[config.mk]
export PLATFORM = sky130hd
export DESIGN_NAME = mem_access_unit
export DESIGN_NICKNAME = d
export VERILOG_FILES = /design/src/rtl/mem_access_pkg.sv /design/src/rtl/mem_access_unit_lane_align.sv /design/src/rtl/mem_access_unit.sv
export SDC_FILE = /design/constraint.sdc
export NUM_CORES = 1
export LEC_CHECK = 0
export BUFFER_PORTS_ARGS = -buffer_cell sky130_fd_sc_hd__buf_4
export CORE_AREA = 2 2 139 114
export DETAILED_ROUTE_END_ITERATION = 10
export DIE_AREA = 0 0 141 116
export PLACE_DENSITY = 0.71
export RECOVER_POWER = 25
export SLEW_MARGIN = 20
export SYNTH_ARGS = -nofsm -noshare
export SYNTH_HDL_FRONTEND = slang
export SYNTH_SLANG_ARGS = --single-unit
[constraint.sdc]
create_clock -name Clk -period 8.72 [get_ports Clk]
set_clock_uncertainty 0.2 [all_clocks]
set_input_delay 0.436 -clock Clk [delete_from_list [all_inputs] [get_ports Clk]]
set_output_delay 0.436 -clock Clk [all_outputs]
set_load 0.01 [all_outputs]
[src/rtl/mem_access_pkg.sv]
// Shared definitions for the load/store unit: access-size encoding, FSM states
// and the alignment/legality check used at request time.
package mem_access_pkg;

    localparam logic [2:0] OP_B  = 3'b000;
    localparam logic [2:0] OP_H  = 3'b001;
    localparam logic [2:0] OP_W  = 3'b010;
    localparam logic [2:0] OP_BU = 3'b100;
    localparam logic [2:0] OP_HU = 3'b101;

    typedef enum logic [2:0] {
        ST_IDLE  = 3'd0,
        ST_LOAD  = 3'd1,
        ST_READ  = 3'd2,
        ST_WRITE = 3'd3,
        ST_DONE  = 3'd4
    } state_t;

    // Illegal encodings and misaligned halfword/word accesses both fault.
    function automatic logic is_fault(input logic [2:0] op, input logic [1:0] off);
        case (op)
            OP_B, OP_BU: is_fault = 1'b0;
            OP_H, OP_HU: is_fault = off[0];
            OP_W:        is_fault = (off != 2'b00);
            default:     is_fault = 1'b1;
        endcase
    endfunction

endpackage

[src/rtl/mem_access_unit_lane_align.sv]
// Byte-lane steering: extracts/extends a load lane from a memory word and
// merges store data into the addressed lane(s) of an old word.
module lane_align
    import mem_access_pkg::*;
(
    input  logic [31:0] i_load_word,
    input  logic [31:0] i_old_word,
    input  logic [31:0] i_wdata,
    input  logic [1:0]  i_off,
    input  logic [2:0]  i_op,
    output logic [31:0] o_load_data,
    output logic [31:0] o_store_word
);

    logic [7:0]  w_byte;
    logic [15:0] w_half;
    logic        w_signed;
    logic [31:0] w_rep;
    logic [3:0]  w_be;

    assign w_byte   = i_load_word[8*i_off +: 8];
    assign w_half   = i_off[1] ? i_load_word[31:16] : i_load_word[15:0];
    assign w_signed = ~i_op[2];

    always_comb begin
        o_load_data = i_load_word;
        w_rep       = i_wdata;
        case (i_op[1:0])
            2'b00: begin
                o_load_data = {{24{w_signed & w_byte[7]}}, w_byte};
                w_rep       = {4{i_wdata[7:0]}};
            end
            2'b01: begin
                o_load_data = {{16{w_signed & w_half[15]}}, w_half};
                w_rep       = {2{i_wdata[15:0]}};
            end
            default: begin
                o_load_data = i_load_word;
                w_rep       = i_wdata;
            end
        endcase
    end

    // Replicated store data lets each lane pick either new or old bits independently.
    generate
        for (genvar gi = 0; gi < 4; gi++) begin : g_lane
            localparam logic [1:0] LANE = 2'(gi);
            assign w_be[gi] = (i_op[1:0] == 2'b10) ||
                              ((i_op[1:0] == 2'b01) && (i_off[1] == LANE[1])) ||
                              ((i_op[1:0] == 2'b00) && (i_off == LANE));
            assign o_store_word[8*gi +: 8] = w_be[gi] ? w_rep[8*gi +: 8]
                                                      : i_old_word[8*gi +: 8];
        end
    endgenerate

endmodule

[src/rtl/mem_access_unit.sv]
// Load/store unit: turns byte/halfword/word CPU accesses into aligned word
// accesses, using read-modify-write for sub-word stores.
module mem_access_unit
    import mem_access_pkg::*;
#(
    parameter int ADDR_W = 32
) (
    input  logic              Clk,
    input  logic              Rst,
    input  logic              Req,
    input  logic              Wr,
    input  logic [2:0]        Op,
    input  logic [ADDR_W-1:0] Addr,
    input  logic [31:0]       WData,
    output logic [31:0]       RData,
    output logic              Ready,
    output logic              Fault,
    output logic [ADDR_W-1:0] MemAddr,
    output logic [31:0]       MemDin,
    output logic              MemWe,
    input  logic [31:0]       MemDout
);

    state_t            r_state;
    state_t            w_state_next;
    logic [2:0]        r_op;
    logic [1:0]        r_off;
    logic [31:0]       r_wdata;
    logic [ADDR_W-1:0] r_mem_addr;
    logic [31:0]       r_merge;
    logic [31:0]       r_rdata;
    logic              r_fault;

    logic [2:0]        w_op_norm;
    logic              w_fault;
    logic [31:0]       w_load_data;
    logic [31:0]       w_store_word;

    // Unsigned sizes have no meaning for stores; fold them onto the signed codes.
    assign w_op_norm = (Wr && (Op == OP_BU || Op == OP_HU)) ? {1'b0, Op[1:0]} : Op;
    assign w_fault   = is_fault(w_op_norm, Addr[1:0]);

    lane_align u_lane_align (
        .i_load_word  (MemDout),
        .i_old_word   (r_merge),
        .i_wdata      (r_wdata),
        .i_off        (r_off),
        .i_op         (r_op),
        .o_load_data  (w_load_data),
        .o_store_word (w_store_word)
    );

    always_ff @(posedge Clk or posedge Rst) begin
        if (Rst) begin
            r_state    <= ST_IDLE;
            r_op       <= OP_B;
            r_off      <= 2'b00;
            r_wdata    <= '0;
            r_mem_addr <= '0;
            r_merge    <= '0;
            r_rdata    <= '0;
            r_fault    <= 1'b0;
        end else begin
            r_state <= w_state_next;
            case (r_state)
                ST_IDLE: begin
                    if (Req) begin
                        r_op       <= w_op_norm;
                        r_off      <= Addr[1:0];
                        r_wdata    <= WData;
                        r_mem_addr <= {Addr[ADDR_W-1:2], 2'b00};
                        r_fault    <= w_fault;
                    end
                end
                ST_LOAD: r_rdata <= w_load_data;
                ST_READ: r_merge <= MemDout;
                default: ;
            endcase
        end
    end

    always_comb begin
        w_state_next = r_state;
        case (r_state)
            ST_IDLE: begin
                if (Req) begin
                    if (w_fault)            w_state_next = ST_DONE;
                    else if (!Wr)           w_state_next = ST_LOAD;
                    else if (w_op_norm == OP_W) w_state_next = ST_WRITE;
                    else                    w_state_next = ST_READ;
                end
            end
            ST_LOAD:  w_state_next = ST_DONE;
            ST_READ:  w_state_next = ST_WRITE;
            ST_WRITE: w_state_next = ST_DONE;
            ST_DONE:  w_state_next = ST_IDLE;
            default:  w_state_next = ST_IDLE;
        endcase
    end

    always_comb begin
        MemWe   = (r_state == ST_WRITE);
        Ready   = (r_state == ST_DONE);
        Fault   = (r_state == ST_DONE) && r_fault;
        MemDin  = (r_op == OP_W) ? r_wdata : w_store_word;
        MemAddr = r_mem_addr;
        RData   = r_rdata;
    end

endmodule

* After elaboration in Yosys (flattened, before gate mapping)
Index checks and enable logic that the tools add are counted.
** Storage, ports and cells
- Register bits :: 135
- Input port bits :: 103
- Logic and storage cells :: 69
** Operators by class
- Mux-type cells :: 15
- Reduce and logical (&&, ||, !) cells :: 24
- Equality and inequality tests :: 17
- Shifts and indexed selects :: 1
- Bitwise logic cells :: 4
** Operators by type and width (number)
- $pmux W32 S2 :: 2
- $mux W32 :: 1
- $mux W8 :: 4
- $shiftx A32 B6 Y8 :: 1
- $mux W16 :: 1
- $eq A3 B3 Y1 const B :: 5
- $eq A3 B2 Y1 const B :: 4
- $mux W3 :: 3
- $pmux W3 S3 :: 1
- $logic_and A1 B1 Y1 :: 8
- $logic_or A1 B1 Y1 :: 7
- $eq A2 B2 Y1 const B :: 3
- $eq A3 B1 Y1 const B :: 2
- $logic_not A3 Y1 :: 2
- $reduce_or A2 Y1 :: 3
- $eq A2 B1 Y1 const B :: 2
- $logic_not A2 Y1 :: 2
- $pmux W1 S3 :: 1
- $and A1 B1 Y1 :: 2
- $mux W2 :: 1
- $ne A2 B2 Y1 const B :: 1
- $not A1 Y1 :: 2
- $reduce_and A2 Y1 :: 1
- $reduce_bool A2 Y1 :: 1
- $mux W1 :: 1

* Logic depth before layout (Yosys ltp)
Gate-level depths: netlist (run 1).
- Depth in word-level cells :: 10
- Depth in mapped cells :: 7

* By module
A second synthesis (run 1) with hierarchy kept.
** Unflattened totals
- Cell total of the unflattened synthesis :: 673
- Area, all modules :: 6922.9 um^2
** By module, submodules not included
- mem_access_unit :: sequential area each 3378.2 um^2, instances 1, area an instance 5595.4 um^2, cells each 483
- lane_align :: sequential area each 0.0 um^2, instances 1, area an instance 1327.5 um^2, cells each 190

* Least setup slack after synthesis (run 1)
Ideal clock, no wire load.
- Path type :: flip-flop to output port
- Start :: reg r_off[0]
- End :: out MemDin[24]
- Arrival time :: 1417 ps
- Slack :: 6667 ps
- Data required time :: 8084 ps
- Cell stages (with the launch flop) :: 6
- Path buffers :: 2
- Cell sequence :: dfrtp_1 -> clkbuf_2 -> buf_2 -> o21a_1 -> o21ai_1 -> a221o_1
** Between the ends
- Longest elaborated chain between the ends :: 5
** RTL lines
- start: declaration :: RTL line mem_access_unit.sv:27 : logic [1:0] r_off;
- start signal: assignment :: RTL line mem_access_unit.sv:69 : r_off <= Addr[1:0];
- $eq A2 B2 Y1 :: RTL line mem_access_unit_lane_align.sv:50 : ((i_op[1:0] == 2'b00) && (i_off == LANE));
- $logic_and A1 B1 Y1 :: RTL line mem_access_unit_lane_align.sv:50
- $logic_or A1 B1 Y1 :: RTL line mem_access_unit_lane_align.sv:49 : ((i_op[1:0] == 2'b01) && (i_off[1] == LANE[1])) ||
- $mux W8 :: RTL line mem_access_unit_lane_align.sv:51 : assign o_store_word[8*gi +: 8] = w_be[gi] ? w_rep[8*gi +: 8]
- $mux W32 :: RTL line mem_access_unit.sv:105 : MemDin = (r_op == OP_W) ? r_wdata : w_store_word;
- end: declaration :: RTL line mem_access_unit.sv:19 : output logic [31:0] MemDin,
Every way passes these cells.

* Final worst setup path (run 1)
- Start :: reg r_op[1]
- End :: out MemDin[15]
** Between the ends
- Longest elaborated chain between the ends :: 6
- Elaborated cells between the ends (all ways) :: 11
- Those cells by class :: 3 x eq/ne; 3 x mux; 5 x reduce/logical
** RTL lines
- start: declaration :: RTL line mem_access_unit.sv:26 : logic [2:0] r_op;
- start signal: assignment :: RTL line mem_access_unit.sv:68 : r_op <= w_op_norm;
- $eq A2 B1 Y1 :: RTL line mem_access_unit_lane_align.sv:28, mem_access_unit_lane_align.sv:49
- $logic_and A1 B1 Y1 :: RTL line mem_access_unit_lane_align.sv:49
- $logic_or A1 B1 Y1 :: RTL line mem_access_unit_lane_align.sv:48 : assign w_be[gi] = (i_op[1:0] == 2'b10) ||
- $logic_or A1 B1 Y1 :: RTL line mem_access_unit_lane_align.sv:49
- $mux W8 :: RTL line mem_access_unit_lane_align.sv:51
- $mux W32 (*) :: RTL line mem_access_unit.sv:105
Every way passes the cells marked *; elsewhere a longest branch is shown, timed or not.

==> results.cfg, run 1 <==
[outcome]
violations = capacitance limit, slew limit
outcome = complete, but fails checks

[hold_path]
hp-class = in -> reg
hold_depth = 3
min_to = MemAddr[26]$_DFFE_PP0P_
hp-start = Addr[26]

[placement]
place_inst = 1075
gp_congestion = 0.8278
portBuffers = 199
dp_hpwl_mm = 14.08

[die]
pin_count = 202
row_count = 40
dieArea_mm2 = 0.01636
coreArea_mm2 = 0.01486
start_util_pct = 44.77
fp.dieH_um = 116
die_width_um = 141

[setup_path]
crit_type = reg -> out
r2r_end = RData[29]$_DFFE_PP0N_
crit_start = r_op[1]$_DFFE_PP0P_
r2r.worst_path.cells = 5
cp-start-kind = register
crit_required_ns = 8.08
r2r_start = r_op[1]$_DFFE_PP0P_
arrival_ns = 2.77
cp-end-kind = output pin
path_max_fanout = 55
reg2reg_slack_ns = 6.11

[clock_network]
clock_latency_ns = 0.41
cts_tree = done
numCtsBuffers = 17
cts_root_buf = clkbuf_16
cts_sinks = 135
htreeDepth = 4
clkSlewWorstSetupHoldPaths_ns = 0.06
post_cts_buffers = 0
cts_buffer_depth = 2

[cells_and_area]
syn_to_final_growth_pct = 34.27
fin_cells = 1132
multi_input_area_mm2 = 0.002977
num-fill-cells = 1336
drive_gt1_share_pct = 27.60
regArea_mm2 = 0.003379
fin_nets = 1032

[pwr]
vdd_drop_max_mv = 0.2299
leakage_nw = 4.372
finalPower_mw = 3.767
powerDensity_mw_per_mm2 = 421.6

[sta]
hold_viol_final = 0
tns_ns = 0
period_share_pct = 39.08
tightest_slew_ns = 2.306
setup_viol = 0
period_minus_slack_ns = 3.408
hold_ws_ns = 0.01318
drv_slew = 53
relSlewSlack_pct = -54.59
rsz0062_at_grt = false
fmax_ghz = 0.2934

[detailed_routing]
wirelength_mm = 20.80
wire_per_inst_um = 18.37
vias_per_cell = 5.323
drt_iter0_markers = 490
first_pass_iters = 6
drc = 0
num_vias = 6026
ant_nets = 0

[yosys]
syn_inst = 733
syn-mean-instance-area_um2 = 9.079
ys_types = 50
synth-edff-count = 0
syn_area_mm2 = 0.006655
yosysWarningCount = 0
synth-async-reset-ratio_pct = 100.0
synth-main-ff-cell = dfrtp_1
yosysSeqAreaShare_pct = 50.76
ys_ff_latch = 135

[job]
cap_violations = 1

[grt]
grt_pass1_wl_mm = 31.78
grt_overflow = 0
grt_max_degree = 85
grt_util_all_layers_pct = 25.32
antenna_found_initial = 1
first_global_vias = 5787
## worst max-delay path by stage
stage | endpoint | slack (ns) | cells after the start
3_3_place_gp | MemDin[8] | 5.85 | 6
4_1_cts | MemDin[15] | 5.34 | 6
5_1_grt | MemDin[15] | 5.13 | 6
2_1_floorplan | MemAddr[10]$_DFFE_PP0P_ | 4.47 | 1
6_report | MemDin[15] | 5.31 | 6
3_5_place_dp | MemDin[15] | 5.78 | 6
## routing by layer
metal | part of all wire (%) | track usage, % | vias to the layer above
met5 | 0 | 0 | -
met3 | 7.2 | 7.273 | 23
met4 | 1.4 | 7.000 | 0
li1 | - | - | 2888
met1 | 45 | 34.98 | 2895
met2 | 47 | 39.51 | 220
## where the power goes
part / internal [mW] / switching [mW] / total [mW]
logic: 0.810 / 1.01 / 1.82
registers: 0.938 / 0.264 / 1.20
clock network: 0.471 / 0.272 / 0.743
## kinds of logic after synthesis
family	share of synthesized area, %
simple gates	22.32
other cells	0.05635
compound gates	14.55
flops	50.76
buf+inv	4.756
mux	7.558
## cells in the final DEF (no fill, tap or decap), types with 4 or more instances in the layout
cell / n
a211oi_1: 8
a21o_1: 7
a21oi_1: 30
a221o_1: 8
a221oi_2: 6
a22oi_1: 8
a2bb2oi_1: 14
a31o_2: 6
and3_1: 8
buf_4: 169
clkbuf_1: 38
clkbuf_16: 17
clkinv_2: 4
dfrtp_1: 134
dlygate4sd3_1: 24
inv_1: 12
mux2_2: 34
mux2i_1: 12
nand2_1: 239
nand2b_1: 4
nand3_1: 44
nor2_1: 30
nor2b_1: 12
o21ai_0: 12
o21ai_1: 4
o221ai_1: 7
## worst max-delay path, cell delays in order (launching register included)
cell	delay, ns
dfrtp_2	0.52
buf_4	0.53
nand2b_1	0.28
a21oi_1	0.11
o21bai_1	0.34
o221ai_1	0.37
buf_4	0.19
## synthesized netlist by cell type, types with 3 or more instances
library cell  count  area [um^2]
a211oi_1          8        60.06
a21o_1            7        52.55
a21oi_1          30        150.1
a221o_1           8        80.08
a221oi_2          6        90.09
a22oi_1           8        60.06
a2bb2oi_1        14        122.6
a31o_2            6        52.55
a31oi_1           3        18.77
and3_1            8        50.05
buf_1             3        11.26
buf_2            33        165.2
clkbuf_1         18        67.56
dfrtp_1         135         3378
inv_1            13        48.80
mux2_2           34        382.9
mux2i_1          12        120.1
nand2_1         239        897.1
nand2b_1          4        25.02
nand3_1          44        220.2
nor2_1           30        112.6
nor2b_1          12        75.07
nor3b_1           3        22.52
o21ai_0          12        60.06
o21ai_1           4        20.02
o21bai_1          3        22.52
o221ai_1          7        61.31
o22ai_1           3        18.77
## registers in the layout, indices dropped and copies added, names as in the netlist
register,flops
MemAddr,30
RData,32
r_fault,1
r_merge,32
r_off,2
r_op,3
r_state,3
r_wdata,32
## stage by stage
step	util [%]	worst slack, ns	cell area, um^2
detailed placement	55.28	5.785	8217
global route	60.10	5.131	8934
floorplan	-	4.473	6659
finish	60.12	5.312	8936
global placement	55.28	5.847	8217
CTS	61.04	5.339	9074
## repair_timing
item,4_1_cts,5_1_grt
endpoints found under the hold margin,74,0
gates resized for setup,0,0
hold buffers,24,0
## cell type report
class | count | share of cell area [%]
multi-input cells | 528 | 33.31
inverters | 14 | 0.6021
clock buffers | 20 | 5.223
repair buffers | 233 | 18.69
clock inverters | 12 | 1.680
well taps | 189 | 2.646
flip-flops and latches | 135 | 37.82
diodes | 1 | 0.02800
Power figures use the tool's default switching activity.
==> run 2, diff against run 1 <==
==> constraint.sdc (replaced) <==
create_clock -name Clk -period 3.3 [get_ports Clk]
set_clock_uncertainty 0.2 [all_clocks]
set_input_delay 0.165 -clock Clk [delete_from_list [all_inputs] [get_ports Clk]]
set_output_delay 0.165 -clock Clk [all_outputs]
set_load 0.01 [all_outputs]
==> run 2 against run 1 <==
The flow now finishes without violations. Wire length rose by 3.3%. Sequential share of layout area shrank 3.3 points. Design area increased by 9.6%. Worst hold slack improved by 0.26 ns. Critical path type unchanged. Clock power rose to 2.9 times the previous value. Utilization up 5.8 points. First-iteration DRC count decreased by 1.8%. Largest cell class unchanged. Cell count is 7.5% higher.
==> results.cfg, run 2 (synthesized netlist as in run 1, its figures left out) <==
[setup_path]
crit_required_ns = 2.93
crit_start = r_off[1]$_DFFE_PP0P_
cp-start-kind = register
path_cells = nor2b_1 > a2bb2oi_1 > a2bb2oi_1 > o221ai_1 > buf_4
critPathSlowestCell = dfrtp_1
slowest_delay_ns = 0.69
endpoint = MemDin[12]
r2r.worst_path.cells = 4
r2r_end = RData[23]$_DFFE_PP0N_
crit_path_frequent_cell = a2bb2oi_1
cp-end-kind = output pin
arrival_ns = 2.52
path_max_fanout = 24
reg2reg_slack_ns = 0.90
crit_type = reg -> out
r2r_start = r_off[1]$_DFFE_PP0P_

[clock_network]
clkSlewWorstSetupHoldPaths_ns = 0.06
post_cts_buffers = 0
numCtsBuffers = 17
cts_sinks = 135
cts_buffer_depth = 2
clock_latency_ns = 0.41
cts_root_buf = clkbuf_16
cts_tree = done
hold_buffers = 104
post_cts_resized = 0
htreeDepth = 4

[outcome]
outcome = finished, final reports clean

[hold_path]
hp-class = reg -> reg

[sta]
period_minus_slack_ns = 2.888
hold_ws_ns = 0.2705
fmax_ghz = 0.3463
tns_ns = 0
drv_slew = 0
hold_viol_final = 0
rsz0062_at_grt = false
period_share_pct = 87.50
setup_viol = 0
tightest_slew_ns = 1.395
relSlewSlack_pct = 6.504
setup_slack_ns = 0.4123

[detailed_routing]
wirelength_mm = 21.48
drc = 0
ant_nets = 0
first_pass_iters = 5
wire_per_inst_um = 17.65
num_vias = 6498
vias_per_cell = 5.339
drt_iter0_markers = 481

[placement]
gp_congestion = 0.8899
pre_cts_ws_ns = 0.9441
dp_hpwl_mm = 14.14
portBuffers = 199
place_inst = 1081

[cells_and_area]
fin_cells = 1217
final_cell_mix = nand2_1 (239), buf_4 (149), dfrtp_1 (134), dlygate4sd3_1 (104), clkbuf_1 (62)
syn_to_final_growth_pct = 47.17
drive_gt1_share_pct = 23.54
fin_nets = 1118
final_common_cell = nand2_1
antenna_cells = 0

[die]
fp.dieH_um = 116
dieArea_mm2 = 0.01636
row_count = 40
pin_count = 202
start_util_pct = 44.77
die_width_um = 141
coreArea_mm2 = 0.01486

[job]
cap_violations = 0

[grt]
grt_overflow = 0
grt_max_degree = 65
first_global_vias = 6345
grt_pass1_wl_mm = 33.99
grt_util_all_layers_pct = 26.72
antenna_found_initial = 0

[pwr]
leakage_nw = 4.684
powerDensity_mw_per_mm2 = 1044
vdd_drop_max_mv = 0.5955
finalPower_mw = 10.22
run 2: cell types whose count changed in the layout (fill, tap and decap cells not counted), sizes merged:
cell,previous run,this run
dlygate4sd3,24,104
bufinv,3,6
diode,1,0
buf,170,152
clkbuf,59,83
clkinv,6,3
run 2: per-stage QoR:
stage | util (%) | area, um^2
global route | 65.89 | 9794
CTS | 67.47 | 10030
detailed placement | 55.84 | 8300
global placement | 55.84 | 8300
floorplan | - | 6663
finish | 65.89 | 9794
run 2: final cells by class:
| class | count | area (um^2) |
|---|---|---|
| clock inverters | 12 | 221.5 |
| inverters | 14 | 53.80 |
| repair buffers | 319 | 2460 |
| multi-input cells | 528 | 2977 |
| well taps | 189 | 236.5 |
| clock buffers | 20 | 466.7 |
| fillers | 1233 | 5070 |
| flip-flops and latches | 135 | 3379 |
run 2: worst min-delay path by stage:
| stage | to | depth (start not counted) | slack [ns] | from |
|---|---|---|---|---|
| after floorplan | MemAddr[10]$_DFFE_PP0P_ | 2 | 0.07 | Addr[10] |
| after global placement | r_wdata[18]$_DFFE_PP0P_ | 2 | 0.11 | Rst |
| after detailed placement | r_wdata[16]$_DFFE_PP0P_ | 2 | 0.10 | Rst |
| after CTS | r_wdata[16]$_DFFE_PP0P_ | 3 | 0.21 | Rst |
| after global routing | MemAddr[24]$_DFFE_PP0P_ | 4 | 0.28 | Addr[24] |
| final | MemAddr[16]$_DFFE_PP0P_ | 2 | 0.27 | MemAddr[16]$_DFFE_PP0P_ |
run 2: layer usage:
layer	wire length (um)	GRT usage (%)	vias to the layer above
met2	10050	42.57	259
met1	9664	37.16	3131
met4	427	7.933	0
met3	1340	5.826	39
met5	0	0	-
li1	-	-	3069
run 2: where the power goes:
part	internal [mW]	leakage, nW	switching [mW]
Clock	1.48	0.328	0.717
Combinational	2.15	2.71	2.65
Sequential	2.48	1.64	0.754
run 2: worst max-delay path: cells and delay by family (launching register included):
family          cells  cell delay [ns]
flops               1             0.69
compound gates      3             0.64
simple gates        1             0.57
buf+inv             1             0.19
